## config.mk

```make
export PLATFORM = sky130hd
export DESIGN_NAME = multicycle_controller
export DESIGN_NICKNAME = d
export VERILOG_FILES = /design/src/rtl/arm_ctrl_pkg.sv /design/src/rtl/cond_unit.sv /design/src/rtl/multicycle_controller.sv
export SDC_FILE = /design/constraint.sdc
export NUM_CORES = 1
export LEC_CHECK = 0
export BUFFER_PORTS_ARGS = -buffer_cell sky130_fd_sc_hd__buf_4
export CAP_MARGIN = 20
export CORE_ASPECT_RATIO = 0.8
export CORE_MARGIN = 4
export CORE_UTILIZATION = 45
export DETAILED_ROUTE_END_ITERATION = 6
export PLACE_DENSITY = 0.83
export SLEW_MARGIN = 20
export SYNTH_ARGS = -nofsm -noshare
export SYNTH_HDL_FRONTEND = slang
export SYNTH_SLANG_ARGS = --single-unit
```

## constraint.sdc

```tcl
create_clock -name clk -period 2.2 [get_ports clk]
set_input_delay 0.22 -clock clk [delete_from_list [all_inputs] [get_ports clk]]
set_output_delay 0.22 -clock clk [all_outputs]
set_load 0.1 [all_outputs]
```

## src/rtl/arm_ctrl_pkg.sv

```systemverilog
// Shared encodings for the multicycle ARM control unit: FSM states,
// datapath mux selects, ALU operations and condition codes.
package arm_ctrl_pkg;

    typedef enum logic [3:0] {
        S_FETCH,
        S_DECODE,
        S_MEMADR,
        S_MEMRD,
        S_MEMWB,
        S_MEMWR,
        S_EXECR,
        S_EXECI,
        S_ALUWB,
        S_BRANCH,
        S_UNKNOWN
    } state_t;

    // Instruction classes (Op field)
    localparam logic [1:0] OP_DP  = 2'b00;
    localparam logic [1:0] OP_MEM = 2'b01;
    localparam logic [1:0] OP_BR  = 2'b10;

    // Data-processing cmd field (Funct[4:1])
    localparam logic [3:0] CMD_AND = 4'b0000;
    localparam logic [3:0] CMD_SUB = 4'b0010;
    localparam logic [3:0] CMD_ADD = 4'b0100;
    localparam logic [3:0] CMD_ORR = 4'b1100;

    // ALUControl encodings
    localparam logic [1:0] ALU_ADD = 2'b00;
    localparam logic [1:0] ALU_SUB = 2'b01;
    localparam logic [1:0] ALU_AND = 2'b10;
    localparam logic [1:0] ALU_ORR = 2'b11;

    // ALUSrcA encodings
    localparam logic [1:0] SRCA_REG    = 2'b00;
    localparam logic [1:0] SRCA_PC     = 2'b01;
    localparam logic [1:0] SRCA_ALUOUT = 2'b10;

    // ALUSrcB encodings
    localparam logic [1:0] SRCB_WD   = 2'b00;
    localparam logic [1:0] SRCB_IMM  = 2'b01;
    localparam logic [1:0] SRCB_FOUR = 2'b10;

    // ResultSrc encodings
    localparam logic [1:0] RES_ALUOUT    = 2'b00;
    localparam logic [1:0] RES_DATA      = 2'b01;
    localparam logic [1:0] RES_ALURESULT = 2'b10;

    // ARM condition codes
    localparam logic [3:0] COND_EQ = 4'b0000;
    localparam logic [3:0] COND_NE = 4'b0001;
    localparam logic [3:0] COND_CS = 4'b0010;
    localparam logic [3:0] COND_CC = 4'b0011;
    localparam logic [3:0] COND_MI = 4'b0100;
    localparam logic [3:0] COND_PL = 4'b0101;
    localparam logic [3:0] COND_VS = 4'b0110;
    localparam logic [3:0] COND_VC = 4'b0111;
    localparam logic [3:0] COND_HI = 4'b1000;
    localparam logic [3:0] COND_LS = 4'b1001;
    localparam logic [3:0] COND_GE = 4'b1010;
    localparam logic [3:0] COND_LT = 4'b1011;
    localparam logic [3:0] COND_GT = 4'b1100;
    localparam logic [3:0] COND_LE = 4'b1101;
    localparam logic [3:0] COND_AL = 4'b1110;

endpackage

```

## src/rtl/cond_unit.sv

```systemverilog
// Condition unit: NZCV flag register, condition evaluation, the
// per-instruction CondExReg and final gating of all write enables.
module cond_unit
    import arm_ctrl_pkg::*;
(
    input  logic       clk,
    input  logic       reset,
    input  logic [3:0] cond,
    input  logic [3:0] alu_flags,
    input  logic [1:0] flag_w,
    input  logic       cond_latch,
    input  logic       next_pc,
    input  logic       branch,
    input  logic       reg_w,
    input  logic       mem_w,
    input  logic       ir_w,
    input  logic       rd_is_pc,
    output logic       pc_write,
    output logic       reg_write,
    output logic       mem_write,
    output logic       ir_write
);

    logic [3:0] flags;
    logic       cond_ex;
    logic       cond_ex_reg;
    logic       n, z, c, v;
    logic       pcs;

    assign {n, z, c, v} = flags;

    // Flag register: NZ and CV groups update independently, only when the
    // executing instruction requests it and its condition passed
    always_ff @(posedge clk or negedge reset) begin
        if (!reset) begin
            // NOTE: sequential state uses non-blocking assignments so every
            // register samples pre-edge values regardless of statement order.
            flags <= 4'b0000;
        end else begin
            if (flag_w[1] && cond_ex_reg) flags[3:2] <= alu_flags[3:2];
            if (flag_w[0] && cond_ex_reg) flags[1:0] <= alu_flags[1:0];
        end
    end

    // Evaluate the condition field against the current flags
    always_comb begin
        // NOTE: default assigned first so no path through the case leaves
        // cond_ex unassigned, which would infer a latch.
        cond_ex = 1'b0;
        unique case (cond)
            COND_EQ: cond_ex = z;
            COND_NE: cond_ex = ~z;
            COND_CS: cond_ex = c;
            COND_CC: cond_ex = ~c;
            COND_MI: cond_ex = n;
            COND_PL: cond_ex = ~n;
            COND_VS: cond_ex = v;
            COND_VC: cond_ex = ~v;
            COND_HI: cond_ex = c & ~z;
            COND_LS: cond_ex = ~c | z;
            COND_GE: cond_ex = (n == v);
            COND_LT: cond_ex = (n != v);
            COND_GT: cond_ex = ~z & (n == v);
            COND_LE: cond_ex = z | (n != v);
            COND_AL: cond_ex = 1'b1;
            default: cond_ex = 1'b0;
        endcase
    end

    // Capture the condition outcome once per instruction, leaving DECODE
    always_ff @(posedge clk or negedge reset) begin
        if (!reset)          cond_ex_reg <= 1'b0;
        else if (cond_latch) cond_ex_reg <= cond_ex;
    end

    // Gate write enables; reset forces every write off immediately
    assign pcs       = branch | (reg_w & rd_is_pc);
    assign pc_write  = reset & (next_pc | (pcs & cond_ex_reg));
    assign reg_write = reset & reg_w & cond_ex_reg & ~rd_is_pc;
    assign mem_write = reset & mem_w & cond_ex_reg;
    assign ir_write  = reset & ir_w;

endmodule

```

## src/rtl/multicycle_controller.sv

```systemverilog
// Multicycle ARM control unit: main FSM and ALU decoder, with condition
// logic and write gating delegated to cond_unit.
module multicycle_controller
    import arm_ctrl_pkg::*;
(
    input  logic        clk,
    input  logic        reset,
    input  logic [19:0] Instr,
    input  logic [3:0]  ALUFlags,
    output logic        PCWrite,
    output logic        MemWrite,
    output logic        RegWrite,
    output logic        IRWrite,
    output logic        AdrSrc,
    output logic [1:0]  RegSrc,
    output logic [1:0]  ALUSrcA,
    output logic [1:0]  ALUSrcB,
    output logic [1:0]  ResultSrc,
    output logic [1:0]  ImmSrc,
    output logic [1:0]  ALUControl
);

    state_t     state, next_state;
    logic [3:0] cond;
    logic [1:0] op;
    logic [5:0] funct;
    logic [3:0] rd;
    logic       next_pc, branch, reg_w, mem_w, ir_w, alu_op;
    logic       cmd_valid, cmd_arith;
    logic [1:0] flag_w;
    logic       unused_rn;

    assign cond      = Instr[19:16];
    assign op        = Instr[15:14];
    assign funct     = Instr[13:8];
    assign rd        = Instr[3:0];
    assign unused_rn = ^Instr[7:4];

    assign ImmSrc = op;
    assign RegSrc = {op == OP_MEM, op == OP_BR};

    // State register
    always_ff @(posedge clk or negedge reset) begin
        if (!reset) state <= S_FETCH;
        else        state <= next_state;
    end

    // Next-state and raw per-state control outputs
    always_comb begin
        next_state = state;
        next_pc    = 1'b0;
        branch     = 1'b0;
        reg_w      = 1'b0;
        mem_w      = 1'b0;
        ir_w       = 1'b0;
        alu_op     = 1'b0;
        AdrSrc     = 1'b0;
        ALUSrcA    = SRCA_REG;
        ALUSrcB    = SRCB_WD;
        ResultSrc  = RES_ALUOUT;
        unique case (state)
            S_FETCH: begin
                next_state = S_DECODE;
                ir_w       = 1'b1;
                next_pc    = 1'b1;
                ALUSrcA    = SRCA_PC;
                ALUSrcB    = SRCB_FOUR;
                ResultSrc  = RES_ALURESULT;
            end
            S_DECODE: begin
                // ALUOut picks up PC+8 here so it can stand in for R15
                ALUSrcA   = SRCA_PC;
                ALUSrcB   = SRCB_FOUR;
                ResultSrc = RES_ALURESULT;
                unique case (op)
                    OP_DP:   next_state = funct[5] ? S_EXECI : S_EXECR;
                    OP_MEM:  next_state = S_MEMADR;
                    OP_BR:   next_state = S_BRANCH;
                    default: next_state = S_UNKNOWN;
                endcase
            end
            S_MEMADR: begin
                next_state = funct[0] ? S_MEMRD : S_MEMWR;
                ALUSrcB    = SRCB_IMM;
            end
            S_MEMRD: begin
                next_state = S_MEMWB;
                AdrSrc     = 1'b1;
            end
            S_MEMWB: begin
                next_state = S_FETCH;
                ResultSrc  = RES_DATA;
                reg_w      = 1'b1;
            end
            S_MEMWR: begin
                next_state = S_FETCH;
                AdrSrc     = 1'b1;
                mem_w      = 1'b1;
            end
            S_EXECR: begin
                next_state = S_ALUWB;
                alu_op     = 1'b1;
            end
            S_EXECI: begin
                next_state = S_ALUWB;
                ALUSrcB    = SRCB_IMM;
                alu_op     = 1'b1;
            end
            S_ALUWB: begin
                next_state = S_FETCH;
                reg_w      = 1'b1;
            end
            S_BRANCH: begin
                next_state = S_FETCH;
                ALUSrcA    = SRCA_ALUOUT;
                ALUSrcB    = SRCB_IMM;
                ResultSrc  = RES_ALURESULT;
                branch     = 1'b1;
            end
            default: next_state = S_FETCH;
        endcase
    end

    // ALU decoder: unsupported commands fall back to ADD with no flag write
    always_comb begin
        ALUControl = ALU_ADD;
        cmd_valid  = 1'b0;
        cmd_arith  = 1'b0;
        if (alu_op) begin
            unique case (funct[4:1])
                CMD_ADD: begin ALUControl = ALU_ADD; cmd_valid = 1'b1; cmd_arith = 1'b1; end
                CMD_SUB: begin ALUControl = ALU_SUB; cmd_valid = 1'b1; cmd_arith = 1'b1; end
                CMD_AND: begin ALUControl = ALU_AND; cmd_valid = 1'b1; end
                CMD_ORR: begin ALUControl = ALU_ORR; cmd_valid = 1'b1; end
                default: ALUControl = ALU_ADD;
            endcase
        end
    end

    assign flag_w[1] = alu_op & funct[0] & cmd_valid;
    assign flag_w[0] = alu_op & funct[0] & cmd_arith;

    cond_unit u_cond (
        .clk        (clk),
        .reset      (reset),
        .cond       (cond),
        .alu_flags  (ALUFlags),
        .flag_w     (flag_w),
        .cond_latch (state == S_DECODE),
        .next_pc    (next_pc),
        .branch     (branch),
        .reg_w      (reg_w),
        .mem_w      (mem_w),
        .ir_w       (ir_w),
        .rd_is_pc   (rd == 4'b1111),
        .pc_write   (PCWrite),
        .reg_write  (RegWrite),
        .mem_write  (MemWrite),
        .ir_write   (IRWrite)
    );

endmodule
```

==> qor.txt, run 1 <==
Final Hold Fails - 0
WS Path Type - flip-flop to output pin
Largest net degree at the start of global routing - 15
Clock transition at path regs - 60 ps
Area contributors post-synth - dfrtp_1 27%, nor2_1 5.8%, mux2_1 5.3%, nor2b_1 4.4%, xnor2_1 4.1%
CTS root buf - clkbuf_4
DP HPWL - 1.777 mm
MaxCap Viol Count - 0
CTS Buffer Depth - 2
Remaining Overflow, GRT - 0
Chip Height - 46.84 um
Number of synthesized flops with an enable pin - 0
Num CTS Buffers - 3
CP max stage cell - dfrtp_1
Post-CTS Resized - 0
Global-route wire length before repair - 3.739 mm
# clock sinks - 9
Filler instances - 144
Clk_skew - 6.273 ps
Vias - 920
Slew Limit Fails - 0
Syn Nets - 132
CORE AREA - 1708 sq um
Proportion of layout cells with a drive suffix above 1 - 37.76%
Post-synth top area share - 26.55%
Cells after Synth - 106
Post-synthesis cell area - 848.3 sq um
LEAKAGE - 0.5484 nW
Warnings, synthesis - 0
Unrepaired setup endpoints after global routing - no
Startpoint types - flip-flop
Max stage delay on crit path - 470 ps
R2R Path Start - state[2]$_DFF_PN0_
Sequential cell area fraction in the yosys report - 26.55%
FP Rows - 13
Final Cycle Share - 91.17%
CP startpoint - state[2]$_DFF_PN0_
Cell taking the most area after synthesis - dfrtp_1
Commonest cells post-synth - 13 x nor2_1, 9 x dfrtp_1, 6 x nand2_1, 6 x nor2b_1, 6 x o21ai_0
Beginning of the worst hold path - ALUFlags[2]
Post-Route WL - 2.211 mm
Min Tclk post-route - 2006 ps
Cells along the critical path - nand2_2 -> or3_1 -> nor4_2 -> buf_4
Most common cell in the synthesized netlist - nor2_1
# setup viols final - 0
HP Class - input pin to flip-flop
Worst VDD drop - 0.001452 V
Synth Flop Type - dfrtp_1
Yosys reg bits - 9
Number of global-route vias before repair - 833
H-tree level count - 1
Antenna Cells - 0
Aggregate global-route resource usage - 18.13%
Initial Util - 49.67%
CP Capture Type - output pin
Worst slew margin - 65.68%
Worst-path maximum fanout - 8
Chip Width - 56.55 um
Post-synth ARST share - 100.0%
Vias per Instance - 5.576
CTS tree - done
Worst Slack Setup Final - 194.2 ps
Cell family with the largest share of critical-path delay - simple AND/OR/NAND/NOR gates
Routed wire per std cell - 13.40 um
Routability cong. - 0.8204
Synth unique cells - 43
Worst Path Buf+Inv - 1
Ports - 43
Antenna violations before repair - 0
Register area - 225.2 sq um
Critical Path RT - 1980 ps
DRT antenna net count - 0
First-pass iteration count of the detailed router - 4
Floorplan die area - 2648 sq um
Total power - 1.757 mW
Initial drt markers - 32
Later-pin clock latency in the skew report - 260 ps
Final net count - 170
Least-Margin Pin Slew - 507.6 ps
Dpl ws - 390.3 ps
Area taken by multi-input logic gates - 609.3 sq um
IO buf count - 38
DRC violations left - 0
Run status - completed
F_max - 498.6 MHz
PD cells - 1471 nW/um^2
Syn Area/Cell - 8.003 sq um
Critical path arrival - 1790 ps
Area growth, synth to finish - 40.86%
-- where the power goes --
group	switching, mW	total, mW	internal (mW)
Combinational	0.971	1.31	0.336
Sequential	0.0987	0.322	0.223
Clock	0.0585	0.128	0.0699
-- worst paths after layout --
path                                          endpoint  slack [ps]  cells past startpoint
hold reg to reg                     state[3]$_DFF_PN0_         550                      2
max in group asynchronous  u_cond.flags[0]$_DFFE_PN0P_        1730                      2
hold / removal             u_cond.flags[2]$_DFFE_PN0P_         170                      2
setup reg to reg           u_cond.flags[1]$_DFFE_PN0P_         380                      4
min in group asynchronous           state[3]$_DFF_PN0_         320                      2
setup / recovery                         ALUControl[1]         190                      4
-- layer usage --
metal	track usage [%]	up-vias	part of all wire, %
met2	28.57	20	48
met5	0	-	0
met3	6.593	3	5.3
met1	24.63	439	46
met4	2.844	0	0.27
li1	-	458	-
-- through the flow --
| step | instance area (sq um) | util, % | instances | hold WS (ps) | setup TNS (ps) |
|---|---|---|---|---|---|
| 6_report | 1195 | 69.96 | 165 | 174.5 | 0 |
| 5_1_grt | 1195 | 69.96 | 165 | 173.8 | 0 |
| 3_3_place_gp | 1159 | 67.84 | 160 | 59.46 | 0 |
| 2_1_floorplan | 873.3 | - | 106 | -75.59 | -1875 |
| 4_1_cts | 1195 | 69.96 | 165 | 167.6 | 0 |
| 3_5_place_dp | 1159 | 67.84 | 160 | 61.24 | 0 |
-- layout make-up --
cell class,count,share of cell area [%]
Inverter,1,0.3141
Sequential cell,9,18.85
Clock buffer,4,2.199
Multi-Input combinational cell,89,50.99
Tap cell,22,2.304
Timing Repair Buffer,40,25.34
-- repair_timing --
item                                   4_1_cts  5_1_grt
endpoints found under the hold margin        9        0
setup buffers                                0        0
hold buffers                                 1        0
-- kinds of logic (layout without fill, tap and decap cells) --
| logic type | Yosys count | after routing | synth area share (%) |
|---|---|---|---|
| buf+inv | 8 | 45 | 4.570 |
| simple gates | 55 | 55 | 37.61 |
| compound gates | 22 | 22 | 17.26 |
| mux | 7 | 7 | 8.849 |
| flops | 9 | 9 | 26.55 |
| xor+xnor | 5 | 5 | 5.162 |
-- layout by cell type (no fill, tap or decap), drive strengths merged, types with 2 or more instances in the layout --
cell type and count:
nor3 4, nand2 7, clkbuf 4, nor2b 6, dfrtp 9, a211oi 2, o21ai 6, nand3 4
or3b 2, xnor2 4, a22o 2, and3 2, buf 39, a21oi 4, nor3b 2, nor2 13
mux2i 3, mux2 4, nand2b 5, o22ai 2
Note: power is estimated with default switching activity, not from simulation.
==> run 2: changes to the inputs <==
BUFFER_PORTS_ARGS = -buffer_cell sky130_fd_sc_hd__buf_2   (was -buffer_cell sky130_fd_sc_hd__buf_4)
CORE_UTILIZATION = 46   (was 45)
PLACE_DENSITY = default   (was 0.83)
PLACE_DENSITY_LB_ADDON = 0.15   (was default)
SYNTH_HIERARCHICAL = 1   (was default)
==> run 2 against run 1 <==
  * Clock power shrank 3%
  * Die area grew 4.8%
  * Critical path depth grew 1
  * Combinational power grew 3%
  * Power grew 2.9%
  * Synthesized cell count grew 3.8%
==> qor.txt, run 2 <==
F_max - 473.4 MHz
Critical Path RT - 1980 ps
Layout Cells excl Fill - 169
FP Rows - 14
Final instance area - 1204 sq um
R2R Path Start - state[1]$_DFF_PN0_
# clock sinks - 9
Global-route wire length before repair - 3.726 mm
Routability cong. - 0.8373
MaxCap Viol Count - 0
Post-Route WL - 2.287 mm
H-tree level count - 1
Final net count - 172
Commonest cells post-synth - 11 x nor2_1, 9 x dfrtp_1, 6 x a21oi_1, 6 x nand2_1, 6 x nor2b_1
Sequential cell area fraction in the yosys report - 24.56%
Antenna Cells - 0
Aggregate global-route resource usage - 17.39%
Routed wire per std cell - 13.53 um
Clock transition at path regs - 60 ps
Number of synthesized flops with an enable pin - 0
Post-synth top area share - 24.56%
Synth Flop Type - dfrtp_1
Area taken by multi-input logic gates - 649.4 sq um
Syn Nets - 136
Final Cycle Share - 96.02%
Final Hold Fails - 0
Largest net degree at the start of global routing - 14
Beginning of the worst hold path - ALUFlags[0]
Final core occ - 63.62%
Initial Util - 48.48%
LEAKAGE - 0.5544 nW
Placed Area - 1160 sq um
CTS tree - done
Synth unique cells - 47
Remaining Overflow, GRT - 0
Cell taking the most area after synthesis - dfrtp_1
First-pass iteration count of the detailed router - 4
PD cells - 1503 nW/um^2
Initial drt markers - 40
DP HPWL - 1.819 mm
CTS Buffer Depth - 2
Reg2Reg Depth - 5
Cells after Synth - 110
Commonest non-fill, non-tap cell in the layout - buf_2
Least-Margin Pin Slew - 489.3 ps
Worst VDD drop - 0.001852 V
Critical path arrival - 1890 ps
Filler instances - 181
Area growth, synth to finish - 31.24%
Later-pin clock latency in the skew report - 250 ps
Run status - completed
CTS root buf - clkbuf_4
Placed cells - 164
Post-synthesis cell area - 917.1 sq um
HP Class - input pin to flip-flop
CORE AREA - 1892 sq um
Clk_skew - 2.291 ps
Number of global-route vias before repair - 813
FF-to-FF setup slack - 280 ps
Register area - 226.5 sq um
Worst-path maximum fanout - 9
Vias - 924
DRC violations left - 0
# setup viols final - 0
Post-synth ARST share - 100.0%
Total power - 1.809 mW
CP Capture Type - output pin
Warnings, synthesis - 6
Worst slew margin - 67.61%
R2r endpoint - u_cond/flags[1]$_DFFE_PN0P_
Antenna violations before repair - 0
Most common cell in the synthesized netlist - nor2_1
Ports - 43
Setup Fix Bufs, Post-CTS - 0
Syn Area/Cell - 8.338 sq um
WS Path Type - flip-flop to output pin
DRT antenna net count - 0
Floorplan die area - 2776 sq um
Num CTS Buffers - 3
Chip Width - 57.92 um
Vias per Instance - 5.467
IO buf count - 38
Area contributors post-synth - dfrtp_1 25%, mux2_2 4.9%, xnor2_1 4.8%, nor2_1 4.5%, nor2b_1 4.1%
Min Tclk post-route - 2112 ps
Slew Limit Fails - 0
Most frequent cells in the layout - 35 x buf_2, 9 x nor2_1, 8 x dfrtp_1
Worst Hold Depth - 2
Proportion of layout cells with a drive suffix above 1 - 43.45%
WHS Endpoint - u_cond/flags[0]$_DFFE_PN0P_
Startpoint types - flip-flop
Chip Height - 47.94 um
Yosys reg bits - 9
[run 2: cell count changes in the layout (fill, tap and decap cells not counted), sizes merged, moves of 2 or more]
cell,previous run,this run
a22o,2,0
o22ai,2,0
inv,1,3
xnor2,4,6
nand3,4,2
a21oi,4,6
nor2,13,11
[run 2: layout make-up]
class                           count  share of cell area (%)
Clock buffer                        4                   2.183
Inverter                            3                  0.9356
Multi-Input combinational cell     88                   53.95
Sequential cell                     9                   18.82
Tap cell                           24                   2.495
Timing Repair Buffer               41                   21.62
[run 2: cell families after synthesis]
group | after synthesis | share of synthesized area [%]
buf+inv | 13 | 9.139
flops | 9 | 24.56
simple gates | 54 | 36.43
compound gates | 22 | 16.24
mux | 6 | 7.094
xor+xnor | 6 | 6.549
[run 2: where the power goes]
part	internal [mW]	switching, mW
clock	0.0697	0.0541
combinational	0.364	0.988
sequential	0.224	0.109
total	0.658	1.15
[run 2: routing by layer]
metal | GRT usage, % | part of all wire, %
met1 | 25.36 | 47
met4 | 1.389 | 0
met5 | 0 | 0
met2 | 27.25 | 45
met3 | 4.043 | 8.2
[run 2: worst max path at each step]
| stage | startpoint | to | slack (ps) | depth (start not counted) |
|---|---|---|---|---|
| after floorplan | state[3]$_DFF_PN0_ | ALUControl[1] | -660 | 3 |
| after global placement | state[2]$_DFF_PN0_ | u_cond/flags[0]$_DFFE_PN0P_ | 270 | 5 |
| after detailed placement | state[2]$_DFF_PN0_ | u_cond/flags[1]$_DFFE_PN0P_ | 270 | 5 |
| after CTS | state[3]$_DFF_PN0_ | ResultSrc[1] | 60 | 3 |
| after global routing | state[3]$_DFF_PN0_ | ResultSrc[1] | -8 | 3 |
| final | state[1]$_DFF_PN0_ | MemWrite | 90 | 5 |
[run 2: what timing repair did]
| action | in CTS | in global routing |
|---|---|---|
| hold buffers | 1 | 0 |
| endpoints found under the setup margin | 0 | 3 |
| hold endpoints to repair | 9 | 0 |
| resized for setup | 0 | 2 |
[run 2: through the flow]
stage | TNS (ps) | setup WS, ps | hold WS (ps)
floorplan | -2015 | -655.8 | -75.59
global placement | 0 | 265.7 | 96.60
detailed placement | 0 | 269.9 | 106.7
CTS | 0 | 56.60 | 195.9
global route | -15.15 | -7.759 | 183.4
finish | 0 | 87.67 | 201.0
[run 2: worst max-delay path, stage by stage, from the launching register on]
cell      delay (ps)
dfrtp_1          510
buf_4            230
nand2b_1         200
nor2_1           120
and3_1           160
buf_2            420
